**src/rtl/lcd_pkg.sv**
```systemverilog
// Shared types and constants for the HD44780-style LCD controller.
// Holds the FSM state enum, LCD register bit positions, command codes and status bits.
// No logic lives here; it is imported by lcd_ctrl.
package lcd_pkg;

  typedef enum logic [2:0] {
    ST_IDLE,
    ST_SETUP,
    ST_PULSE,
    ST_HOLD,
    ST_WAIT
  } lcd_state_e;

  // Bit positions inside the LSU LCD register
  localparam int LCD_ON_BIT  = 31;
  localparam int LCD_RS_BIT  = 10;
  localparam int LCD_TGL_BIT = 8;

  // Commands that need the long execution wait (0x03 also decodes as home)
  localparam logic [7:0] LCD_CMD_CLEAR    = 8'h01;
  localparam logic [7:0] LCD_CMD_HOME     = 8'h02;
  localparam logic [7:0] LCD_CMD_HOME_ALT = 8'h03;

  // Bit positions inside the status word
  localparam int LCD_STAT_BUSY_BIT = 0;
  localparam int LCD_STAT_ACK_BIT  = 8;

  // True when a latched write is a clear/home command
  function automatic logic lcd_is_long_cmd(input logic rs, input logic [7:0] data);
    return !rs && (data == LCD_CMD_CLEAR || data == LCD_CMD_HOME || data == LCD_CMD_HOME_ALT);
  endfunction

endpackage

```
**src/rtl/lcd_ctrl.sv**
```systemverilog
// Memory-mapped character LCD controller: turns a TGL flip into one timed bus write.
// Latency: EN rises P_SETUP cycles after accept; busy lasts SETUP+PULSE+HOLD+exec wait.
// Backpressure: TGL flips while busy are not sampled; software polls status before writing.
module lcd_ctrl
  import lcd_pkg::*;
#(
  parameter int P_SETUP = 2,
  parameter int P_PULSE = 12,
  parameter int P_HOLD  = 2,
  parameter int P_EXEC  = 2000,
  parameter int P_CLEAR = 82000
) (
  input  logic        i_clk,
  input  logic        i_rst,
  input  logic [31:0] i_lcd_reg,
  output logic        o_lcd_on,
  output logic        o_lcd_rs,
  output logic        o_lcd_rw,
  output logic        o_lcd_en,
  output logic [7:0]  o_lcd_data,
  output logic        o_busy,
  output logic [31:0] o_lcd_status
);

  localparam int CW = $clog2(P_CLEAR);

  lcd_state_e    state_q;
  logic [CW-1:0] cnt_q;
  logic          ack_q;
  logic          on_q;
  logic          rs_q;
  logic          en_q;
  logic [7:0]    data_q;
  logic          busy_q;
  logic [31:0]   status_d;

  logic reg_on;
  logic reg_rs;
  logic reg_tgl;
  logic unused_reg_bits;

  assign reg_on  = i_lcd_reg[LCD_ON_BIT];
  assign reg_rs  = i_lcd_reg[LCD_RS_BIT];
  assign reg_tgl = i_lcd_reg[LCD_TGL_BIT];
  assign unused_reg_bits = ^{i_lcd_reg[30:11], i_lcd_reg[9]};

  // Transfer FSM with inline down-counter; all pin-facing outputs are registered here
  always_ff @(posedge i_clk) begin
    if (!i_rst) begin
      state_q <= ST_IDLE;
      cnt_q   <= '0;
      ack_q   <= 1'b0;
      on_q    <= 1'b0;
      rs_q    <= 1'b0;
      en_q    <= 1'b0;
      data_q  <= 8'h00;
      busy_q  <= 1'b0;
    end else begin
      on_q <= reg_on;
      if (state_q != ST_IDLE && !reg_on) begin
        // Power dropped mid-transfer: abandon the cycle, keep ack as accepted
        state_q <= ST_IDLE;
        cnt_q   <= '0;
        en_q    <= 1'b0;
        busy_q  <= 1'b0;
      end else begin
        case (state_q)
          ST_IDLE: begin
            if (reg_tgl != ack_q) begin
              ack_q <= reg_tgl;
              // Writes while the panel is off are acknowledged but dropped
              if (reg_on) begin
                rs_q    <= reg_rs;
                data_q  <= i_lcd_reg[7:0];
                busy_q  <= 1'b1;
                state_q <= ST_SETUP;
                cnt_q   <= CW'(P_SETUP - 1);
              end
            end
          end
          ST_SETUP: begin
            if (cnt_q == '0) begin
              state_q <= ST_PULSE;
              en_q    <= 1'b1;
              cnt_q   <= CW'(P_PULSE - 1);
            end else begin
              cnt_q <= cnt_q - 1'b1;
            end
          end
          ST_PULSE: begin
            if (cnt_q == '0) begin
              state_q <= ST_HOLD;
              en_q    <= 1'b0;
              cnt_q   <= CW'(P_HOLD - 1);
            end else begin
              cnt_q <= cnt_q - 1'b1;
            end
          end
          ST_HOLD: begin
            if (cnt_q == '0) begin
              state_q <= ST_WAIT;
              if (lcd_is_long_cmd(rs_q, data_q)) cnt_q <= CW'(P_CLEAR - 1);
              else                               cnt_q <= CW'(P_EXEC - 1);
            end else begin
              cnt_q <= cnt_q - 1'b1;
            end
          end
          ST_WAIT: begin
            if (cnt_q == '0) begin
              state_q <= ST_IDLE;
              busy_q  <= 1'b0;
            end else begin
              cnt_q <= cnt_q - 1'b1;
            end
          end
          default: begin
            state_q <= ST_IDLE;
            en_q    <= 1'b0;
            busy_q  <= 1'b0;
          end
        endcase
      end
    end
  end

  // Status word assembled from registered busy/ack only
  always_comb begin
    status_d = '0;
    status_d[LCD_STAT_BUSY_BIT] = busy_q;
    status_d[LCD_STAT_ACK_BIT]  = ack_q;
  end

  assign o_lcd_on     = on_q;
  assign o_lcd_rs     = rs_q;
  assign o_lcd_rw     = 1'b0;
  assign o_lcd_en     = en_q;
  assign o_lcd_data   = data_q;
  assign o_busy       = busy_q;
  assign o_lcd_status = status_d;

endmodule

```
**config.mk**
```make
export PLATFORM = sky130hd
export DESIGN_NAME = lcd_ctrl
export DESIGN_NICKNAME = d
export VERILOG_FILES = /design/src/rtl/lcd_pkg.sv /design/src/rtl/lcd_ctrl.sv
export SDC_FILE = /design/constraint.sdc
export NUM_CORES = 1
export LEC_CHECK = 0
export ABC_AREA = 1
export CAP_MARGIN = 20
export CELL_PAD_IN_SITES_DETAIL_PLACEMENT = 0
export CELL_PAD_IN_SITES_GLOBAL_PLACEMENT = 2
export CORE_AREA = 2 2 101 103
export DETAILED_ROUTE_END_ITERATION = 10
export DIE_AREA = 0 0 103 105
export GPL_TIMING_DRIVEN = 0
export PLACE_DENSITY_LB_ADDON = 0.1
export SYNTH_ARGS = -nofsm -noshare
export SYNTH_HDL_FRONTEND = slang
export SYNTH_SLANG_ARGS = --single-unit
```
**constraint.sdc**
```tcl
create_clock -name i_clk -period 1.8 [get_ports i_clk]
set_input_delay 0.18 -clock i_clk [delete_from_list [all_inputs] [get_ports i_clk]]
set_output_delay 0.18 -clock i_clk [all_outputs]
set_load 0.005 [all_outputs]
```
==> results of run 1 <==
[area by class of cell]
type	instances	area, sq um	area share, %
multi-input cells	250	1310	44.3
inverters	28	111	3.78
well taps	133	166	5.65
repair buffers	30	308	10.4
plain buffers	38	294	9.97
clock buffers	7	96.3	3.27
flip-flops and latches	33	661	22.4
clock inverters	1	5.00	0.170
[cells by family after synthesis]
logic type      share of synthesized area, %
xor+xnor                                2.39
other cells                            0.170
compound gates                          11.0
simple gates                            37.7
flops                                   30.0
fa+ha+maj                              0.568
buf+inv                                 18.1
[worst min-delay path: cells and delay by family, from the launching register on]
family	cells	cell delay, ns
flops	1	0.31
simple gates	1	0.06
compound gates	1	0.05
[where the power goes]
part           total, mW  switching, mW  leakage [nW]  internal [mW]
logic               3.68           2.19          1.03           1.50
clock network      0.637          0.291        0.0542          0.346
registers           1.17          0.219         0.270          0.946
total               5.49           2.70          1.35           2.79
[sequential cells by signal (all words and copies together), names as in the netlist]
name and flops:
cnt_q 17, o_lcd_en 1, state_q 3, o_lcd_rs 1, o_lcd_data 8, o_busy 1
o_lcd_on 1, ack_q 1
[metrics by stage]
step           setup TNS, ns  instance area [sq um]  cells
2_1_floorplan              0                   2310    349
3_3_place_gp           -1.90                   2740    508
3_5_place_dp           -1.90                   2740    508
4_1_cts                    0                   2850    516
5_1_grt              -0.0129                   2950    520
6_report                   0                   2950    520
[layer usage]
metal	global-route usage, %	wire [um]	vias to the layer above
li1	-	-	1091
met1	15.7	2950	887
met2	18.0	2730	45
met3	2.27	231	5
met4	3.10	61	0
met5	0	0	-
[synthesized netlist by cell type, drive strengths merged]
library cell  instances
nand2                80
nor2                 53
buf                  37
dfxtp                33
inv                  26
nand3                24
a21oi                23
o21ai                18
nand4                 6
xor2                  4
clkinv                2
nor3                  2
or2                   2
xnor2                 2
a21o                  1
clkbuf                1
conb                  1
ha                    1
nand3b                1
o211ai                1
o21a                  1
[worst min-delay path by stage]
stage	endpoint	from	cells past startpoint
finish	cnt_q[16]	cnt_q[16]	2
detailed placement	cnt_q[16]	cnt_q[16]	2
global placement	cnt_q[16]	cnt_q[16]	2
global route	cnt_q[16]	cnt_q[16]	2
floorplan	o_lcd_on	i_lcd_reg[31]	2
CTS	o_lcd_rs	i_lcd_reg[10]	3
[what timing repair did]
| item | 4_1_cts | 5_1_grt |
|---|---|---|
| buffers inserted | 0 | 3 |
| cloned | 0 | 1 |
| setup endpoints to repair | 12 | 31 |
| pin swaps | 0 | 2 |
| resized for setup | 2 | 13 |
==> impl_metrics.ini, run 1 <==
[clocking]
hold_buffers = 0
htree_num_levels = 2
root_buffer = clkbuf_8
clk_pin_slew_worst_paths_ns = 0.08
cts_inserted_buffers = 5
clock_latency_ns = 0.29
cts_sinks = 33
cts_tree = done
clockBufferDepth = 2

[route]
via_per_inst = 3.90
dr.pass1.iters = 4
wl_per_cell_um = 11.5
ant_nets = 0
vias = 2028
finalWirelength_um = 5980
initialDrtViolationCount = 83
drc_errors = 0

[cells_and_area]
layout_common_cells = nand2_1 (65), nor2_1 (44), buf_4 (37)
synthToLayoutAreaGrowth_pct = 33.9
diodes = 0
final_common_cell = nand2_1
nets = 421
postLayoutCoreUtil_pct = 30.6
fillers = 1108
layout-drive-gt1-share_pct = 24.5

[global_route]
grt_pass1_vias = 1897
grt_util_all_layers_pct = 11.4
antenna_found_initial = 0
grt_start_max_net_pins = 11
grt_overflow = 0
grt_pass1_wl_um = 9620

[timing]
clock_skew_ns = 0.00770
hold_viol = 0
layout_setup_ws_ns = 0.113
setup_viol = 0
post-route-period-util_pct = 93.7
fmax_ghz = 0.593
maxSlewViolCount = 0
holdWs_ns = 0.466
layout_min_cycle_time_ns = 1.69

[setup_path]
worst_r2r_path_depth = 12
start_kind = flop
cp-startpoint = cnt_q[1]
cpMaxStageDelayCell = dfxtp_1
r2r_start = cnt_q[1]
r2r_setup_slack_ns = 0.11
worst-path-stages = 12
slowest_delay_ns = 0.33
end_kind = flop
cp-endpoint = state_q[1]
worstSetupPathType = flop to flop
worst_path_most_repeated_cell = nand2_2
cp.required_ns = 1.99
crit_fanout = 5
path_cells = inv_1 -> ha_4 -> nand2_2 -> nor2_4 -> buf_8 -> nand2_4 -> nor2_4 -> nand2_2 -> nand2_4 -> nand2_2 -> o21ai_1 -> a21oi_1
worst-path-buf-inv = 2
r2r_end = state_q[1]
crit_family = simple AND/OR/NAND/NOR gates
cp.arrival_ns = 1.87

[yosys]
synth_area_sq_um = 2200
synth_cell_types = 37
ys_warn_count = 0
yosysSeqAreaShare_pct = 30.0
synth_top_area_cell = dfxtp_1
syn_inst = 319
synth_top_area_share_pct = 30.0
ys_ff_latch = 33
synth_area_leaders = dfxtp_1 (30%), nand2_1 (12%), buf_4 (11%)
synth.avg_cell_area_sq_um = 6.90

[worst_hold_path]
hp-class = flop to flop

[job]
cap_viol_max_count = 0

[placed_design]
portBuffers = 26
pre_cts_ws_ns = -0.174
gp_congestion = 0.763
place_hpwl_um = 4540

[die]
die_x_um = 103
initial_core_util_pct = 22.8
core_sq_um = 9640
dieArea_sq_um = 10800
row_count = 36
die_y_um = 105
io_pins = 79

[run_status]
status = finished, final reports clean

[power]
ir_worst_vdd_v = 0.000762
p_leak_nw = 1.35
total_power_mw = 5.49
pwr_density_cell_nw_per_um2 = 1860
Note: power is estimated with default switching activity, not from simulation.
==> run 2: changes to the inputs <==
--- a/config.mk
+++ b/config.mk
@@ -6,6 +6,7 @@
 export NUM_CORES = 1
 export LEC_CHECK = 0
 export ABC_AREA = 1
+export ABC_CLOCK_PERIOD_IN_PS = 1800
 export CAP_MARGIN = 20
 export CELL_PAD_IN_SITES_DETAIL_PLACEMENT = 0
 export CELL_PAD_IN_SITES_GLOBAL_PLACEMENT = 2
==> results of run 2 <==
Final layout, timing and power as in run 1 (identical DEF).
==> run 3: changes to the inputs <==
--- a/config.mk
+++ b/config.mk
@@ -13,7 +13,7 @@
 export CORE_AREA = 2 2 101 103
 export DETAILED_ROUTE_END_ITERATION = 10
 export DIE_AREA = 0 0 103 105
-export GPL_TIMING_DRIVEN = 0
+export HOLD_SLACK_MARGIN = 0.1
 export PLACE_DENSITY_LB_ADDON = 0.1
 export SYNTH_ARGS = -nofsm -noshare
 export SYNTH_HDL_FRONTEND = slang
==> impl_metrics.ini, run 3 (synthesized netlist as in run 1, its figures left out) <==
[run_status]
status = finished, final reports clean

[cells_and_area]
diodes = 0
ff_latch_area_sq_um = 661
multi_input_area_sq_um = 1280
top_register = cnt_q
layout-drive-gt1-share_pct = 20.4
final_common_cell = nand2_1
largest_reg_flops = 17
nets = 401
synthToLayoutAreaGrowth_pct = 26.2
fillers = 1114
finalNonFillerCells = 500
layout_common_cells = nand2_1 (67), nor2_1 (44), dfxtp_1 (33)

[placed_design]
place_hpwl_um = 4480
place_inst = 489
gp_congestion = 0.728
portBuffers = 26

[timing]
setup_viol = 0
maxSlewViolCount = 0
fmax_ghz = 0.599
setup_tns_ns = 0
hold_viol = 0
post-route-period-util_pct = 92.8
holdWs_ns = 0.470
clock_skew_ns = 0.00869
layout_min_cycle_time_ns = 1.67

[route]
drc_errors = 0
wl_met2_um = 2670
wl_per_cell_um = 11.6
met3_length_um = 233
dr.pass1.iters = 4
initialDrtViolationCount = 52
top_layer = met4
vias = 1990
via_per_inst = 3.98
ant_nets = 0
finalWirelength_um = 5810
wl_met1_um = 2860

[global_route]
grt_overflow = 0
grt_pass1_vias = 1945
grt_start_max_net_pins = 20
grt_pass1_wl_um = 9630
antenna_found_initial = 0
grt_util_all_layers_pct = 11.5

[worst_hold_path]
min_from = i_lcd_reg[10]
hp-class = primary input to flop
hold_depth = 3
holdPathEnd = o_lcd_rs

[power]
ir_worst_vdd_v = 0.000509
p_leak_nw = 1.24
pwr_density_cell_nw_per_um2 = 2020

[setup_path]
path_cells = nor2_1 -> nand2_1 -> nor2_4 -> buf_6 -> nand2_4 -> nor2_4 -> nand2_2 -> nand2_4 -> nand2_2 -> o21ai_1 -> a21oi_1
cp.required_ns = 1.99
r2r_start = cnt_q[4]
slowest_delay_ns = 0.35
r2r_setup_slack_ns = 0.13
start_kind = flop
cp-startpoint = cnt_q[4]
r2r_end = state_q[1]
cp.arrival_ns = 1.86
crit_fanout = 5
cpMaxStageDelayCell = dfxtp_1
worst_r2r_path_depth = 11
worstSetupPathType = flop to flop
end_kind = flop

[die]
row_count = 36
die_y_um = 105
io_pins = 79
core_sq_um = 9640
initial_core_util_pct = 22.8
dieArea_sq_um = 10800
die_x_um = 103

[clocking]
clk_pin_slew_worst_paths_ns = 0.08
cts_sinks = 33
cts_tree = done
cts_inserted_buffers = 5
root_buffer = clkbuf_8
clockBufferDepth = 2
htree_num_levels = 2
hold_buffers = 0
clock_latency_ns = 0.29

[job]
cap_viol_max_count = 0
[run 3: per-stage QoR]
stage | cell area [sq um] | total power [mW] | worst slack, ns | util (%)
finish | 2780 | 5.61 | 0.130 | 28.8
global route | 2780 | 6.19 | -0.000926 | 28.8
floorplan | 2310 | 3.72 | 0.253 | -
detailed placement | 2610 | 4.78 | 0.0395 | 27.1
CTS | 2720 | 5.56 | 0.0410 | 28.2
global placement | 2610 | 4.82 | 0.0325 | 27.1
[run 3: worst max path at each step]
stage                  to  slack, ns  depth (start not counted)
3_5_place_dp   state_q[1]       0.04                         12
5_1_grt          cnt_q[4]    -0.0009                         13
6_report       state_q[1]       0.13                         11
2_1_floorplan  state_q[1]       0.25                         12
4_1_cts        state_q[1]       0.04                         12
3_3_place_gp   state_q[1]       0.03                         12
[run 3: power by group]
group          leakage (nW)  switching, mW  internal (mW)
clock network        0.0543          0.313          0.415
logic                 0.911           2.22           1.54
registers             0.270          0.188          0.945
[run 3: metal layers]
| metal | global-route usage (%) | up-vias |
|---|---|---|
| met2 | 17.9 | 40 |
| met4 | 3.01 | 0 |
| li1 | - | 1047 |
| met3 | 2.68 | 5 |
| met1 | 15.8 | 898 |
| met5 | 0 | - |
[run 3: repair_timing]
item                       CTS  global route
setup endpoints to repair    0            21
hold endpoints to repair     0             0
resized for setup            0             9
buffers inserted             0             3
[run 3: cell type report]
class | instances | share of cell area (%)
sequential | 33 | 23.8
inverter | 28 | 4.10
timing repair buffer | 48 | 16.0
tap | 133 | 5.99
clock inverter | 3 | 1.67
clock buffer | 5 | 2.48
multi-input combinational | 250 | 45.9
[run 3: critical path, delay by kind of cell, from the launching register on]
kind,cells,cell delay (ns)
buffers and inverters,1,0.14
AO/OA/AOI/OAI,2,0.16
flip-flops,1,0.35
AND/OR/NAND/NOR,8,0.92
